[src/rtl/seq_pkg.sv]
// Shared definitions for the programmable sequence detector: state encoding,
// default sizing and the configuration length legality check.
package seq_pkg;

  localparam int DEF_W  = 8;
  localparam int DEF_CW = 8;

  typedef enum logic [1:0] {
    IDLE = 2'b00,
    SCAN = 2'b01,
    DONE = 2'b11
  } state_t;

  // A pattern length is usable only when it selects at least one bit and
  // no more bits than the history register can hold.
  function automatic logic len_is_legal(input int len, input int max_len);
    return (len >= 1) && (len <= max_len);
  endfunction

endpackage

[src/rtl/seq_detect_ctrl_if.sv]
// Configuration bus between a host and the sequence detector: one valid/ready
// transaction carries pattern, length, overlap mode and match threshold.
interface seq_detect_ctrl_if
  import seq_pkg::*;
#(
  parameter int W  = DEF_W,
  parameter int CW = DEF_CW
);

  localparam int LW = $clog2(W + 1);

  logic          cfg_valid;
  logic          cfg_ready;
  logic [W-1:0]  cfg_pattern;
  logic [LW-1:0] cfg_len;
  logic          cfg_overlap;
  logic [CW-1:0] cfg_threshold;

  modport master (
    output cfg_valid,
    output cfg_pattern,
    output cfg_len,
    output cfg_overlap,
    output cfg_threshold,
    input  cfg_ready
  );

  modport slave (
    input  cfg_valid,
    input  cfg_pattern,
    input  cfg_len,
    input  cfg_overlap,
    input  cfg_threshold,
    output cfg_ready
  );

endinterface

[src/rtl/seq_detect_ctrl_shift_matcher.sv]
// Serial history register with fill tracking and a length-masked compare of the
// newest len bits (including the bit arriving this cycle) against the pattern.
module seq_shift_matcher
  import seq_pkg::*;
#(
  parameter int W = DEF_W
) (
  input  logic                     clk,
  input  logic                     rst,
  input  logic                     shift_en,
  input  logic                     clr_fill,
  input  logic                     in,
  input  logic [W-1:0]             pattern,
  input  logic [$clog2(W+1)-1:0]   len,
  output logic                     hit
);

  localparam int LW = $clog2(W + 1);

  logic [W-1:0]  history;
  logic [LW-1:0] fill;
  logic [W-1:0]  window;
  logic [W-1:0]  mask;
  logic [LW:0]   fill_needed;
  logic          fill_ok;

  // The window already contains the incoming bit so a match is reported in
  // the same cycle as the completing bit.
  always_comb begin
    window = {history[W-2:0], in};
    mask   = '0;
    for (int i = 0; i < W; i++) begin
      mask[i] = (i < int'(len));
    end
    fill_needed = {1'b0, len} - {{LW{1'b0}}, 1'b1};
    fill_ok     = ({1'b0, fill} >= fill_needed);
    hit         = shift_en & fill_ok & ((window & mask) == (pattern & mask));
  end

  // Clearing wins over shifting: after a non-overlapping match the bit that
  // completed it must not count towards the next match.
  always_ff @(posedge clk or posedge rst) begin
    if (rst) begin
      history <= '0;
      fill    <= '0;
    end else if (clr_fill) begin
      history <= '0;
      fill    <= '0;
    end else if (shift_en) begin
      history <= window;
      if (fill != LW'(W)) begin
        fill <= fill + 1'b1;
      end
    end
  end

endmodule

[src/rtl/seq_detect_ctrl.sv]
// Programmable Mealy sequence-detection controller: holds the detector
// configuration, sequences scan sessions and counts matches up to a threshold.
module seq_detect_ctrl
  import seq_pkg::*;
#(
  parameter int W  = DEF_W,
  parameter int CW = DEF_CW
) (
  input  logic                 clk,
  input  logic                 rst,
  seq_detect_ctrl_if.slave     cfg,
  input  logic                 start,
  input  logic                 abort,
  input  logic                 in_valid,
  input  logic                 in,
  output logic                 q,
  output logic [CW-1:0]        match_count,
  output logic                 busy,
  output logic                 done,
  output logic                 err
);

  localparam int LW = $clog2(W + 1);

  state_t        state;
  state_t        state_next;

  logic [W-1:0]  pattern_r;
  logic [LW-1:0] len_r;
  logic          overlap_r;
  logic [CW-1:0] threshold_r;
  logic          err_r;

  logic          is_idle;
  logic          is_scan;
  logic          len_ok;
  logic          cfg_accept;
  logic          cfg_reject;
  logic          session_start;
  logic          shift_en;
  logic          clr_fill;
  logic          hit;
  logic [CW:0]   count_inc;
  logic          thr_reached;

  always_comb begin
    is_idle       = (state == IDLE);
    is_scan       = (state == SCAN);
    len_ok        = len_is_legal(int'(cfg.cfg_len), W);
    cfg_accept    = is_idle & cfg.cfg_valid & len_ok;
    cfg_reject    = is_idle & cfg.cfg_valid & ~len_ok;
    session_start = is_idle & start;
    shift_en      = is_scan & in_valid;
    q             = hit & ~abort & is_scan;
    clr_fill      = session_start | (q & ~overlap_r);
    count_inc     = {1'b0, match_count} + {{CW{1'b0}}, 1'b1};
    thr_reached   = q & (threshold_r != '0) & (count_inc == {1'b0, threshold_r});
  end

  seq_shift_matcher #(
    .W (W)
  ) u_matcher (
    .clk      (clk),
    .rst      (rst),
    .shift_en (shift_en),
    .clr_fill (clr_fill),
    .in       (in),
    .pattern  (pattern_r),
    .len      (len_r),
    .hit      (hit)
  );

  always_ff @(posedge clk or posedge rst) begin
    if (rst) begin
      state <= IDLE;
    end else begin
      state <= state_next;
    end
  end

  // Abort takes priority over a threshold hit in the same cycle; q is already
  // suppressed by abort, so thr_reached cannot fire then anyway.
  always_comb begin
    state_next    = state;
    cfg.cfg_ready = 1'b0;
    busy          = 1'b0;
    done          = 1'b0;
    case (state)
      IDLE: begin
        cfg.cfg_ready = 1'b1;
        if (start) begin
          state_next = SCAN;
        end
      end
      SCAN: begin
        busy = 1'b1;
        if (abort) begin
          state_next = IDLE;
        end else if (thr_reached) begin
          state_next = DONE;
        end
      end
      DONE: begin
        done       = 1'b1;
        state_next = IDLE;
      end
      default: begin
        state_next = IDLE;
      end
    endcase
  end

  // A config written together with start is visible to the session because
  // SCAN only begins using the registers on the following cycle.
  always_ff @(posedge clk or posedge rst) begin
    if (rst) begin
      pattern_r   <= '0;
      len_r       <= LW'(1);
      overlap_r   <= 1'b0;
      threshold_r <= '0;
      err_r       <= 1'b0;
    end else begin
      err_r <= cfg_reject;
      if (cfg_accept) begin
        pattern_r   <= cfg.cfg_pattern;
        len_r       <= cfg.cfg_len;
        overlap_r   <= cfg.cfg_overlap;
        threshold_r <= cfg.cfg_threshold;
      end
    end
  end

  always_ff @(posedge clk or posedge rst) begin
    if (rst) begin
      match_count <= '0;
    end else if (session_start) begin
      match_count <= '0;
    end else if (q && (match_count != '1)) begin
      match_count <= match_count + 1'b1;
    end
  end

  assign err = err_r;

endmodule

[src/flat_wrapper.sv]
// flat-port wrapper written by rule: the top's interface ports become plain ports
module seq_detect_ctrl_flat import seq_pkg::*;
#(
  parameter int W  = DEF_W,
  parameter int CW = DEF_CW
)
  (clk, rst, start, abort, in_valid, in, q, match_count, busy, done, err, cfg_cfg_valid, cfg_cfg_pattern, cfg_cfg_len, cfg_cfg_overlap, cfg_cfg_threshold, cfg_cfg_ready);
  seq_detect_ctrl_if #(.W(W), .CW(CW)) cfg_i ();
  input  logic clk;
  input  logic rst;
  input  logic start;
  input  logic abort;
  input  logic in_valid;
  input  logic in;
  output logic q;
  output logic [CW-1:0] match_count;
  output logic busy;
  output logic done;
  output logic err;
  input wire logic [$bits(cfg_i.cfg_valid)-1:0] cfg_cfg_valid;
  input wire logic [$bits(cfg_i.cfg_pattern)-1:0] cfg_cfg_pattern;
  input wire logic [$bits(cfg_i.cfg_len)-1:0] cfg_cfg_len;
  input wire logic [$bits(cfg_i.cfg_overlap)-1:0] cfg_cfg_overlap;
  input wire logic [$bits(cfg_i.cfg_threshold)-1:0] cfg_cfg_threshold;
  output wire logic [$bits(cfg_i.cfg_ready)-1:0] cfg_cfg_ready;
  assign cfg_i.cfg_valid = cfg_cfg_valid;
  assign cfg_i.cfg_pattern = cfg_cfg_pattern;
  assign cfg_i.cfg_len = cfg_cfg_len;
  assign cfg_i.cfg_overlap = cfg_cfg_overlap;
  assign cfg_i.cfg_threshold = cfg_cfg_threshold;
  assign cfg_cfg_ready = cfg_i.cfg_ready;
  seq_detect_ctrl #(.W(W), .CW(CW)) u_core (.clk(clk), .rst(rst), .cfg(cfg_i), .start(start), .abort(abort), .in_valid(in_valid), .in(in), .q(q), .match_count(match_count), .busy(busy), .done(done), .err(err));
endmodule
[config.mk]
export PLATFORM = sky130hd
export DESIGN_NAME = seq_detect_ctrl_flat
export DESIGN_NICKNAME = d
export VERILOG_FILES = /design/src/rtl/seq_pkg.sv /design/src/rtl/seq_detect_ctrl_if.sv /design/src/rtl/seq_detect_ctrl_shift_matcher.sv /design/src/rtl/seq_detect_ctrl.sv /design/src/flat_wrapper.sv
export SDC_FILE = /design/constraint.sdc
export NUM_CORES = 1
export LEC_CHECK = 0
export CELL_PAD_IN_SITES_DETAIL_PLACEMENT = 1
export CELL_PAD_IN_SITES_GLOBAL_PLACEMENT = 2
export CORE_MARGIN = 4
export CORE_UTILIZATION = 33
export DETAILED_ROUTE_END_ITERATION = 10
export HOLD_SLACK_MARGIN = 0.02
export PLACE_DENSITY = 0.86
export SYNTH_ARGS = -nofsm -noshare
export SYNTH_HDL_FRONTEND = slang
export SYNTH_SLANG_ARGS = --single-unit
[constraint.sdc]
create_clock -name clk -period 3.27 [get_ports clk]
set_input_delay 0.654 -clock clk [delete_from_list [all_inputs] [get_ports clk]]
set_output_delay 0.654 -clock clk [all_outputs]
set_load 0.02 [all_outputs]
==> metrics.md, run 1 <==
| Metric | Value |
|---|---|
| Status | `finished clean` |
| Synth Area in Simple Gates | `16.97%` |
| WP data arrival | `2.50 ns` |
| Initial antenna violation count | `0` |
| DRC | `0` |
| Main synth FF type | `dfrtp_1` |
| Pin count of the biggest net entering global routing | `44` |
| Die height | `94.78 um` |
| Total grt overflow | `0` |
| Reg clk slew, reported paths | `0.09 ns` |
| Post-synthesis mux area share | `10.67%` |
| Fillers | `852` |
| Final count of hold timing violations | `0` |
| Rows | `31` |
| Worst-Margin Slew | `0.6096 ns` |
| Final layout net count | `323` |
| Die area | `0.008982 mm2` |
| Core Region | `0.007292 mm2` |
| # placed instances | `375` |
| Crit. End Element | `output pin` |
| Ports | `41` |
| DR vias | `1948` |
| Worst setup margin | `0.1198 ns` |
| VDD IR max | `0.1869 mV` |
| Lkg Pwr | `1.341 nW` |
| Pwr Density | `544.7 mW/mm2` |
| Fraction of layout cells with a size suffix above 1 | `14.39%` |
| Achievable Freq | `0.3174 GHz` |
| Vias in the first global route | `2116` |
| First-pass GRT wire length | `10290 um` |
| Hold Path Class | `reg -> reg` |
| Top cell type's share of synthesized area | `42.30%` |
| Worst Path Required | `2.62 ns` |
| Syn nets | `278` |
| Synth Area in XOR/XNOR | `8.107%` |
| Syn avg cell area | `10.40 um2` |
| Largest family of logic cells by synthesized area | `simple AND/OR/NAND/NOR gates` |
| Most frequent cells after synthesis | `42 x dfrtp_1, 21 x nand2_1, 20 x mux2_2` |
| Non-Filler Instances | `384` |
| Clk Latency, worst-skew pair | `0.31 ns` |
| Synth cell types | `42` |
| TritonCTS clock tree | `yes` |
| Worst setup SP type | `flip-flop` |
| Post-synth ARST share | `100.0%` |
| Reg area | `0.001077 mm2` |
| H-tree levels | `2` |
| Register bit total from synthesis | `43` |
| Post-layout minimum cycle time | `3.150 ns` |
| Crit Path Class | `reg -> out` |
| Starting DRT DRC Count | `92` |
| Routed Antenna Nets | `0` |
| EDFF count, synth | `0` |
| Antenna diodes | `0` |
| Synth area leaders | `dfrtp_1 42%, mux2_2 9.1%, xnor2_1 5.6%` |
| TNS Setup | `0 ns` |
| Root Driver | `clkbuf_8` |
| 1st-pass router iterations | `4` |
| Adder-Cell Fraction of Synth Area | `5.539%` |
| Count leader, synth | `dfrtp_1` |
| CTS sink count | `43` |
| Max-slew headroom | `59.26%` |
| Post-synth top area cell | `dfrtp_1` |
| Clk buf depth | `2` |
| Initial core utilization | `34.08%` |
| Post-Syn Area | `0.002485 mm2` |
| Fraction of the mapped netlist area in compound gates | `12.24%` |
| Overall Global Routing Usage | `14.78%` |
| Largest fanout on the critical path | `3` |
| Avg Vias per Cell | `5.073` |
| Fin crit share | `96.34%` |
| Placer Congestion | `0.8309` |
| Count of hold-fix buffers inserted at cts | `0` |
| Setup WS pre-CTS | `0.1066 ns` |
| Buffers on Ports | `40` |
| RSZ-0062 raised after global routing | `false` |
| Final HPWL from detailed placement | `4543 um` |
| Synth Instances | `239` |
| WL per Instance | `15.78 um` |
| Total CTS buffers | `5` |
| Routed wire length | `6058 um` |
| Slew Limit Fails | `0` |
| Finish-stage setup viols | `0` |
| Warnings from Yosys | `0` |
| Max-cap violations | `0` |
| Die width | `94.78 um` |
| Layout area overhead | `25.88%` |
| Skew final | `0.01174 ns` |
| Area of the multi-input gates | `0.001330 mm2` |
| Register area share after synthesis | `43.35%` |
==> layout make-up <==
cell class                 instances  area share [%]
multi-input combinational        178           42.52
clock buffer                       6           2.640
timing repair buffer              45           14.00
clock inverter                     2           1.120
sequential                        43           34.44
tap                               99           3.960
inverter                          11           1.320
==> registers in the layout, summed over array words and instances, names as in the netlist <==
register / count
u_core.state: 2
u_core.overlap_r: 1
u_core.match_count: 8
u_core.err: 1
u_core.len_r: 4
u_core.pattern_r: 8
u_core.u_matcher.history: 7
u_core.u_matcher.fill: 4
u_core.threshold_r: 8
==> cells by family (layout without fill, tap and decap cells) <==
kind of cell,count (synthesis),count (layout)
and+or+nand+nor,80,80
xor gates and xnor gates,23,23
buffers and inverters,18,64
muxes,24,24
adders and majority gates,11,11
AOI/OAI and AO/OA,40,40
DFF,43,43
==> where the power goes <==
part	internal (W)	switching (W)
Sequential	0.000630	0.000101
Combinational	0.000274	0.000258
Clock	0.000247	0.000194
==> repair_timing <==
item,4_1_cts,5_1_grt
resized for setup,1,1
setup buffers,1,0
endpoints found under the hold margin,0,0
setup endpoints to repair,1,1
==> final timing paths <==
kind	from	to	slack (ns)	depth (start not counted)
max	u_core.len_r[0]	q	0.12	8
min	u_core.overlap_r	u_core.overlap_r	0.51	1
max reg2reg	u_core.len_r[0]	u_core.u_matcher.history[0]	0.68	11
min reg2reg	u_core.overlap_r	u_core.overlap_r	0.51	1
max in group asynchronous	rst	u_core.pattern_r[4]	2.09	3
min in group asynchronous	rst	u_core.threshold_r[1]	0.78	3
==> metrics by stage <==
step	util (%)	total power [W]	area, um2	hold WS [ns]
6_report	42.90	0.001704	3128	0.5086
5_1_grt	42.90	0.001821	3128	0.5333
4_1_cts	42.88	0.001726	3127	0.5143
3_5_place_dp	41.18	0.001273	3003	0.4935
3_3_place_gp	41.18	0.001242	3003	0.4856
2_1_floorplan	-	0.001096	2485	0.4740
==> placed cells by master, fill, tap and decap left out, drive strengths merged, types with 11 or more instances in the layout <==
| master | synthesis | layout |
|---|---|---|
| clkdlybuf4s50 | 0 | 39 |
| a21oi | 12 | 12 |
| nor2 | 14 | 14 |
| xnor2 | 16 | 16 |
| inv | 11 | 11 |
| ha | 11 | 11 |
| nand3 | 13 | 13 |
| mux2 | 20 | 20 |
| dfrtp | 42 | 42 |
| nand2 | 21 | 21 |
==> layer usage <==
metal  track usage [%]  part of all wire [%]
met4             5.889                   1.6
met3             2.311                   3.4
met2             23.49                    48
met1             20.09                    47
met5                 0                     0
==> worst max-delay path, cell delays in order (launching register included) <==
cell and delay, ns:
dfstp_2 0.55, inv_1 0.07, ha_1 0.29, ha_1 0.27, a2111o_1 0.38, and3_1 0.19, nand3_1 0.12, inv_1 0.05
clkdlybuf4s15_1 0.28
(Power assumes the default switching activity.)
==> run 2: changes to the inputs <==
Settings changed: CORE_MARGIN 4 to 2.
==> metrics.md, run 2 (synthesis results as in run 1) <==
| Metric | Value |
|---|---|
| Post-CTS setup buffer count | `0 (-1)` |
| Crit Path Class | `reg -> out` |
| Achievable Freq | `0.3218 GHz (+1.4%)` |
| Initial antenna violation count | `0 (unchanged)` |
| WHS Path Cells | `1 (unchanged)` |
| WP data arrival | `2.45 ns (-0.05 ns)` |
| R2R Setup Slk | `0.57 ns (-0.11 ns)` |
| Max-slew headroom | `58.40% (-0.86 points)` |
| Core Util, Final | `42.71% (-0.18 points)` |
| Worst Path Required | `2.62 ns (about the same)` |
| Pin count of the biggest net entering global routing | `44 (unchanged)` |
| Reg clk slew, reported paths | `0.08 ns (about the same)` |
| Ports | `41 (unchanged)` |
| Status | `finished clean` |
| Total CTS buffers | `5 (unchanged)` |
| Slowest stage cell on the critical path | `dfstp_2` |
| Max stage delay on crit path | `0.59 ns (+0.04 ns)` |
| Rows | `31 (unchanged)` |
| Placer Congestion | `0.7637 (-8.1%)` |
| Lkg Pwr | `1.326 nW (-1.1%)` |
| Total grt overflow | `0 (unchanged)` |
| Die height | `90.78 um (-4.2%)` |
| Layout area overhead | `24.67%` |
| H-tree levels | `2 (unchanged)` |
| Die area | `0.008240 mm2 (-8.3%)` |
| Clk Latency, worst-skew pair | `0.30 ns (about the same)` |
| Count of hold-fix buffers inserted at cts | `0 (unchanged)` |
| Final count of hold timing violations | `0 (unchanged)` |
| Worst setup SP type | `flip-flop` |
| DRC | `0 (unchanged)` |
| Root Driver | `clkbuf_8` |
| WL per Instance | `15.67 um (-0.67%)` |
| CTS sink count | `43 (unchanged)` |
| Max-cap violations | `0 (unchanged)` |
| Routed Antenna Nets | `0 (unchanged)` |
| R2R depth | `10 (-1)` |
| Die width | `90.78 um (-4.2%)` |
| Power Total | `0.001633 W (-4.2%)` |
| Finish-stage setup viols | `0 (unchanged)` |
| First-pass GRT wire length | `10320 um (+0.20%)` |
| Final HPWL from detailed placement | `4446 um (-2.1%)` |
| Initial core utilization | `34.26% (+0.18 points)` |
| Hold Path Class | `reg -> reg` |
| Clk buf depth | `2 (unchanged)` |
| TNS Setup | `0 ns (unchanged)` |
| Crit. End Element | `output pin` |
| Skew final | `0.005291 ns (-0.006445 ns)` |
| Slew Limit Fails | `0 (unchanged)` |
| VDD IR max | `0.1647 mV (-12%)` |
| Fraction of layout cells with a size suffix above 1 | `14.08% (-0.30 points)` |
| RSZ-0062 raised after global routing | `false` |
| DR vias | `1925 (-1.2%)` |
| Starting DRT DRC Count | `77 (-16%)` |
| Non-Filler Instances | `383 (-0.26%)` |
| Worst path cell trace | `inv_1 > ha_1 > ha_1 > a2111o_1 > and3_1 > nand3_1 > inv_1 > clkbuf_2` |
| 1st-pass router iterations | `4 (unchanged)` |
| Post-layout minimum cycle time | `3.107 ns (-0.04313 ns)` |
| Biggest registers after layout | `u_core.match_count (8), u_core.pattern_r (8), u_core.threshold_r (8)` |
| Fin crit share | `95.02% (-1.3 points)` |
| Fillers | `829 (-2.7%)` |
| TritonCTS clock tree | `yes` |
| Cts repair resizes | `2 (+1)` |
| # placed instances | `375 (unchanged)` |
| Placed cell area | `0.003003 mm2 (unchanged)` |
| Pwr Density | `527.1 mW/mm2 (-3.2%)` |
| Final layout net count | `322 (-0.31%)` |
| Buffers on Ports | `40 (unchanged)` |
| Antenna diodes | `0 (unchanged)` |
| Most frequent cells in the layout | `42 x dfrtp_1, 39 x clkdlybuf4s50_1, 21 x nand2_1` |
| Largest fanout on the critical path | `6 (+3)` |
| Routed wire length | `6002 um (-0.92%)` |
| Overall Global Routing Usage | `15.46% (+0.68 points)` |
| Most common cell after layout, fill and taps aside | `dfrtp_1` |
| Worst-Margin Slew | `0.6224 ns (+0.01284 ns)` |
| Post-route cell area | `0.003098 mm2 (-0.96%)` |
| Vias in the first global route | `2084 (-1.5%)` |
| Avg Vias per Cell | `5.026 (-0.92%)` |
| Core Region | `0.007253 mm2 (-0.53%)` |
==> run 2: final cells by class <==
class                           instances  area (um2)  area share (%)
Clock buffer                            8       100.1           3.231
Tap cell                               99       123.9           3.998
Inverter                               11       41.29           1.333
Multi-Input combinational cell        178        1330           42.93
Timing Repair Buffer                   44       425.4           13.73
Sequential cell                        43        1077           34.77
==> run 2: layer usage <==
| metal | up-vias | track usage [%] | wire (um) |
|---|---|---|---|
| met3 | 12 | 2.922 | 178 |
| met1 | 947 | 20.85 | 2874 |
| met4 | 0 | 5.682 | 132 |
| met2 | 36 | 24.75 | 2816 |
| li1 | 930 | - | - |
| met5 | - | 0 | 0 |
==> run 2: per-stage QoR <==
stage,hold WS [ns],setup slack (ns)
4_1_cts,0.5202,0.001085
2_1_floorplan,0.4740,0.7301
3_3_place_gp,0.4956,0.1796
6_report,0.5186,0.1630
5_1_grt,0.5296,0.005694
3_5_place_dp,0.5007,0.08548
==> run 2: critical path: cells and delay by family (launching register included) <==
family / cells / cell delay, ns
buffers and inverters: 3 / 0.32
flip-flops: 1 / 0.59
AO/OA/AOI/OAI: 1 / 0.38
AND/OR/NAND/NOR: 2 / 0.31
adder cells (fa/ha/maj): 2 / 0.58
==> run 2: where the power goes <==
part	leakage [nW]	total (W)	internal (W)	switching [W]
registers	0.550	0.000735	0.000630	0.000105
clock network	0.0515	0.000380	0.000193	0.000186
logic	0.725	0.000519	0.000269	0.000249
==> run 2: final timing paths <==
path | start | end
setup reg to reg | u_core.len_r[0] | u_core.match_count[6]
hold / removal | u_core.overlap_r | u_core.overlap_r
setup / recovery | u_core.len_r[0] | q
hold reg to reg | u_core.overlap_r | u_core.overlap_r
max in group asynchronous | rst | u_core.len_r[0]
min in group asynchronous | rst | u_core.overlap_r
==> run 3: changes to the inputs <==
Settings changed: CORE_UTILIZATION 33 to 34, PLACE_DENSITY 0.86 to 0.88.
==> metrics.md, run 3 (synthesis results as in run 1) <==
| Metric | Value |
|---|---|
| Status | `finished clean` |
| # placed instances | `375 (unchanged)` |
| Sequential Power Share | `42.7% (-2.3 points)` |
| TNS Setup | `0 ns (unchanged)` |
| Die area | `0.008008 mm2 (-2.8%)` |
| Buffers on Ports | `40 (unchanged)` |
| Achievable Freq | `0.3289 GHz (+2.2%)` |
| Final HPWL from detailed placement | `4516 um (+1.6%)` |
| Clk Latency, worst-skew pair | `0.30 ns (about the same)` |
| Reg clk slew, reported paths | `0.08 ns (about the same)` |
| Lkg Pwr | `1.341 nW (+1.1%)` |
| Worst setup margin | `0.2293 ns (+0.06632 ns)` |
| Non-Filler Instances | `384 (+0.26%)` |
| Total CTS buffers | `5 (unchanged)` |
| RSZ-0062 raised after global routing | `false` |
| Core Region | `0.007176 mm2 (-1.1%)` |
| Most frequent cells in the layout | `42 x dfrtp_1, 39 x clkdlybuf4s50_1, 21 x nand2_1` |
| Initial core utilization | `34.63% (+0.37 points)` |
| Worst path cell trace | `inv_1 > ha_1 > ha_1 > a2111o_1 > and3_1 > nand3_1 > inv_1 > clkbuf_2` |
| Clk buf depth | `2 (unchanged)` |
| Root Driver | `clkbuf_8` |
| Count of hold-fix buffers inserted at cts | `0 (unchanged)` |
| CTS sink count | `43 (unchanged)` |
| DR vias | `1945 (+1.0%)` |
| TritonCTS clock tree | `yes` |
| Slew Limit Fails | `0 (unchanged)` |
| Worst Path Required | `2.62 ns (about the same)` |
| Buffers & Inverters on Critical Path | `3 (unchanged)` |
| Internal power | `0.001153 W (+5.5%)` |
| Avg Vias per Cell | `5.065 (+0.78%)` |
| Max-slew headroom | `60.14% (+1.7 points)` |
| Hold Path Class | `reg -> reg` |
| Worst setup SP type | `flip-flop` |
| Pin count of the biggest net entering global routing | `44 (unchanged)` |
| Vias in the first global route | `2043 (-2.0%)` |
| Max stage delay on crit path | `0.54 ns (-0.05 ns)` |
| DRC | `0 (unchanged)` |
| Slowest stage cell on the critical path | `dfstp_2` |
| Routed wire length | `6182 um (+3.0%)` |
| Fraction of layout cells with a size suffix above 1 | `14.74% (+0.65 points)` |
| Ports | `41 (unchanged)` |
| Gate power share | `31.8% (about the same)` |
| Fin crit share | `92.99% (-2.0 points)` |
| H-tree levels | `2 (unchanged)` |
| Overall Global Routing Usage | `16.76% (+1.3 points)` |
| VDD IR max | `0.1556 mV (-5.5%)` |
| WL per Instance | `16.10 um (+2.7%)` |
| Sw Ratio | `32.46% (-0.64 points)` |
| Die width | `89.49 um (-1.4%)` |
| First-pass GRT wire length | `10210 um (-1.0%)` |
| Final layout net count | `323 (+0.31%)` |
| Worst-Margin Slew | `0.5965 ns (-0.02593 ns)` |
| Starting DRT DRC Count | `89 (+16%)` |
| RR Startpoint | `u_core.len_r[0]` |
| Crit. Startpoint | `u_core.len_r[0]` |
| Total grt overflow | `0 (unchanged)` |
| Clk pwr share | `25.4% (+2.2 points)` |
| Largest fanout on the critical path | `3 (-3)` |
| Sw Pwr | `0.0005539 W (+2.5%)` |
| Most common cell after layout, fill and taps aside | `dfrtp_1` |
| Rows | `31 (unchanged)` |
| Crit Path Class | `reg -> out` |
| Initial antenna violation count | `0 (unchanged)` |
| Power Total | `0.001707 W (+4.5%)` |
| WP data arrival | `2.39 ns (-0.06 ns)` |
| Placer Congestion | `0.8642 (+13%)` |
| Final count of hold timing violations | `0 (unchanged)` |
| Pwr Density | `546.4 mW/mm2 (+3.7%)` |
| Crit. End Element | `output pin` |
| Max-cap violations | `0 (unchanged)` |
| Biggest registers after layout | `u_core.match_count (8), u_core.pattern_r (8), u_core.threshold_r (8)` |
| Top cell family by delay on the critical path | `adder cells` |
| Die height | `89.49 um (-1.4%)` |
| Routed Antenna Nets | `0 (unchanged)` |
| Antenna diodes | `0 (unchanged)` |
| Setup WS pre-CTS | `0.1289 ns (+0.04344 ns)` |
| Layout area overhead | `25.68%` |
| Finish-stage setup viols | `0 (unchanged)` |
| 1st-pass router iterations | `5 (+1)` |
| Skew final | `0.006242 ns (+0.0009506 ns)` |
| Worst Hold Launch | `u_core.overlap_r` |
| Post-layout minimum cycle time | `3.041 ns (-0.06632 ns)` |
==> run 3: cell count changes in the layout (fill, tap and decap cells not counted) <==
cell,previous run,this run
clkbuf_1,1,0
buf_4,4,5
bufinv_16,0,1
clkbuf_8,7,6
clkinv_2,0,1
==> run 3: routing by layer <==
layer / global-route usage [%] / part of all wire [%] / up-vias
li1: - / - / 931
met1: 22.50 / 46 / 971
met2: 28.48 / 50 / 38
met3: 2.216 / 3.0 / 5
met4: 4.478 / 0.87 / 0
met5: 0 / 0 / -
==> run 3: cell type report <==
class                           count  area (um2)
Multi-Input combinational cell    178        1330
Clock buffer                        6       82.58
Timing Repair Buffer               45       432.9
Tap cell                           99       123.9
Sequential cell                    43        1077
Inverter                           11       41.29
Clock inverter                      2       35.03
Fill cell                         825        4053
==> run 3: final timing paths <==
kind / slack (ns) / end / cells after the start
worst max-delay path: 0.23 / q / 8
worst min-delay path: 0.52 / u_core.overlap_r / 1
worst max register to register: 0.68 / u_core.u_matcher.fill[1] / 11
worst min register to register: 0.52 / u_core.overlap_r / 1
max in group asynchronous: 2.07 / u_core.pattern_r[4] / 3
min in group asynchronous: 0.81 / u_core.pattern_r[2] / 3
==> run 3: power by group through the flow <==
stage,clock [W],combinational (W),sequential (W)
finish,0.000434,0.000543,0.000729
global route,0.000465,0.000610,0.000748
CTS,0.000445,0.000549,0.000732
detailed placement,0,0.000525,0.000747
global placement,0,0.000498,0.000741
floorplan,0,0.000384,0.000713
==> run 3: stage by stage <==
| stage | hold slack, ns | instance area, um2 | utilization (%) |
|---|---|---|---|
| 2_1_floorplan | 0.4740 | 2485 | - |
| 3_3_place_gp | 0.4852 | 3003 | 41.85 |
| 3_5_place_dp | 0.4955 | 3003 | 41.85 |
| 4_1_cts | 0.5155 | 3127 | 43.57 |
| 5_1_grt | 0.5548 | 3123 | 43.52 |
| 6_report | 0.5159 | 3123 | 43.52 |
==> run 3: repair_timing <==
item	4_1_cts	5_1_grt
resized for setup	1	2
endpoints found under the setup margin	1	1
endpoints found under the hold margin	0	0
buffers inserted	1	0
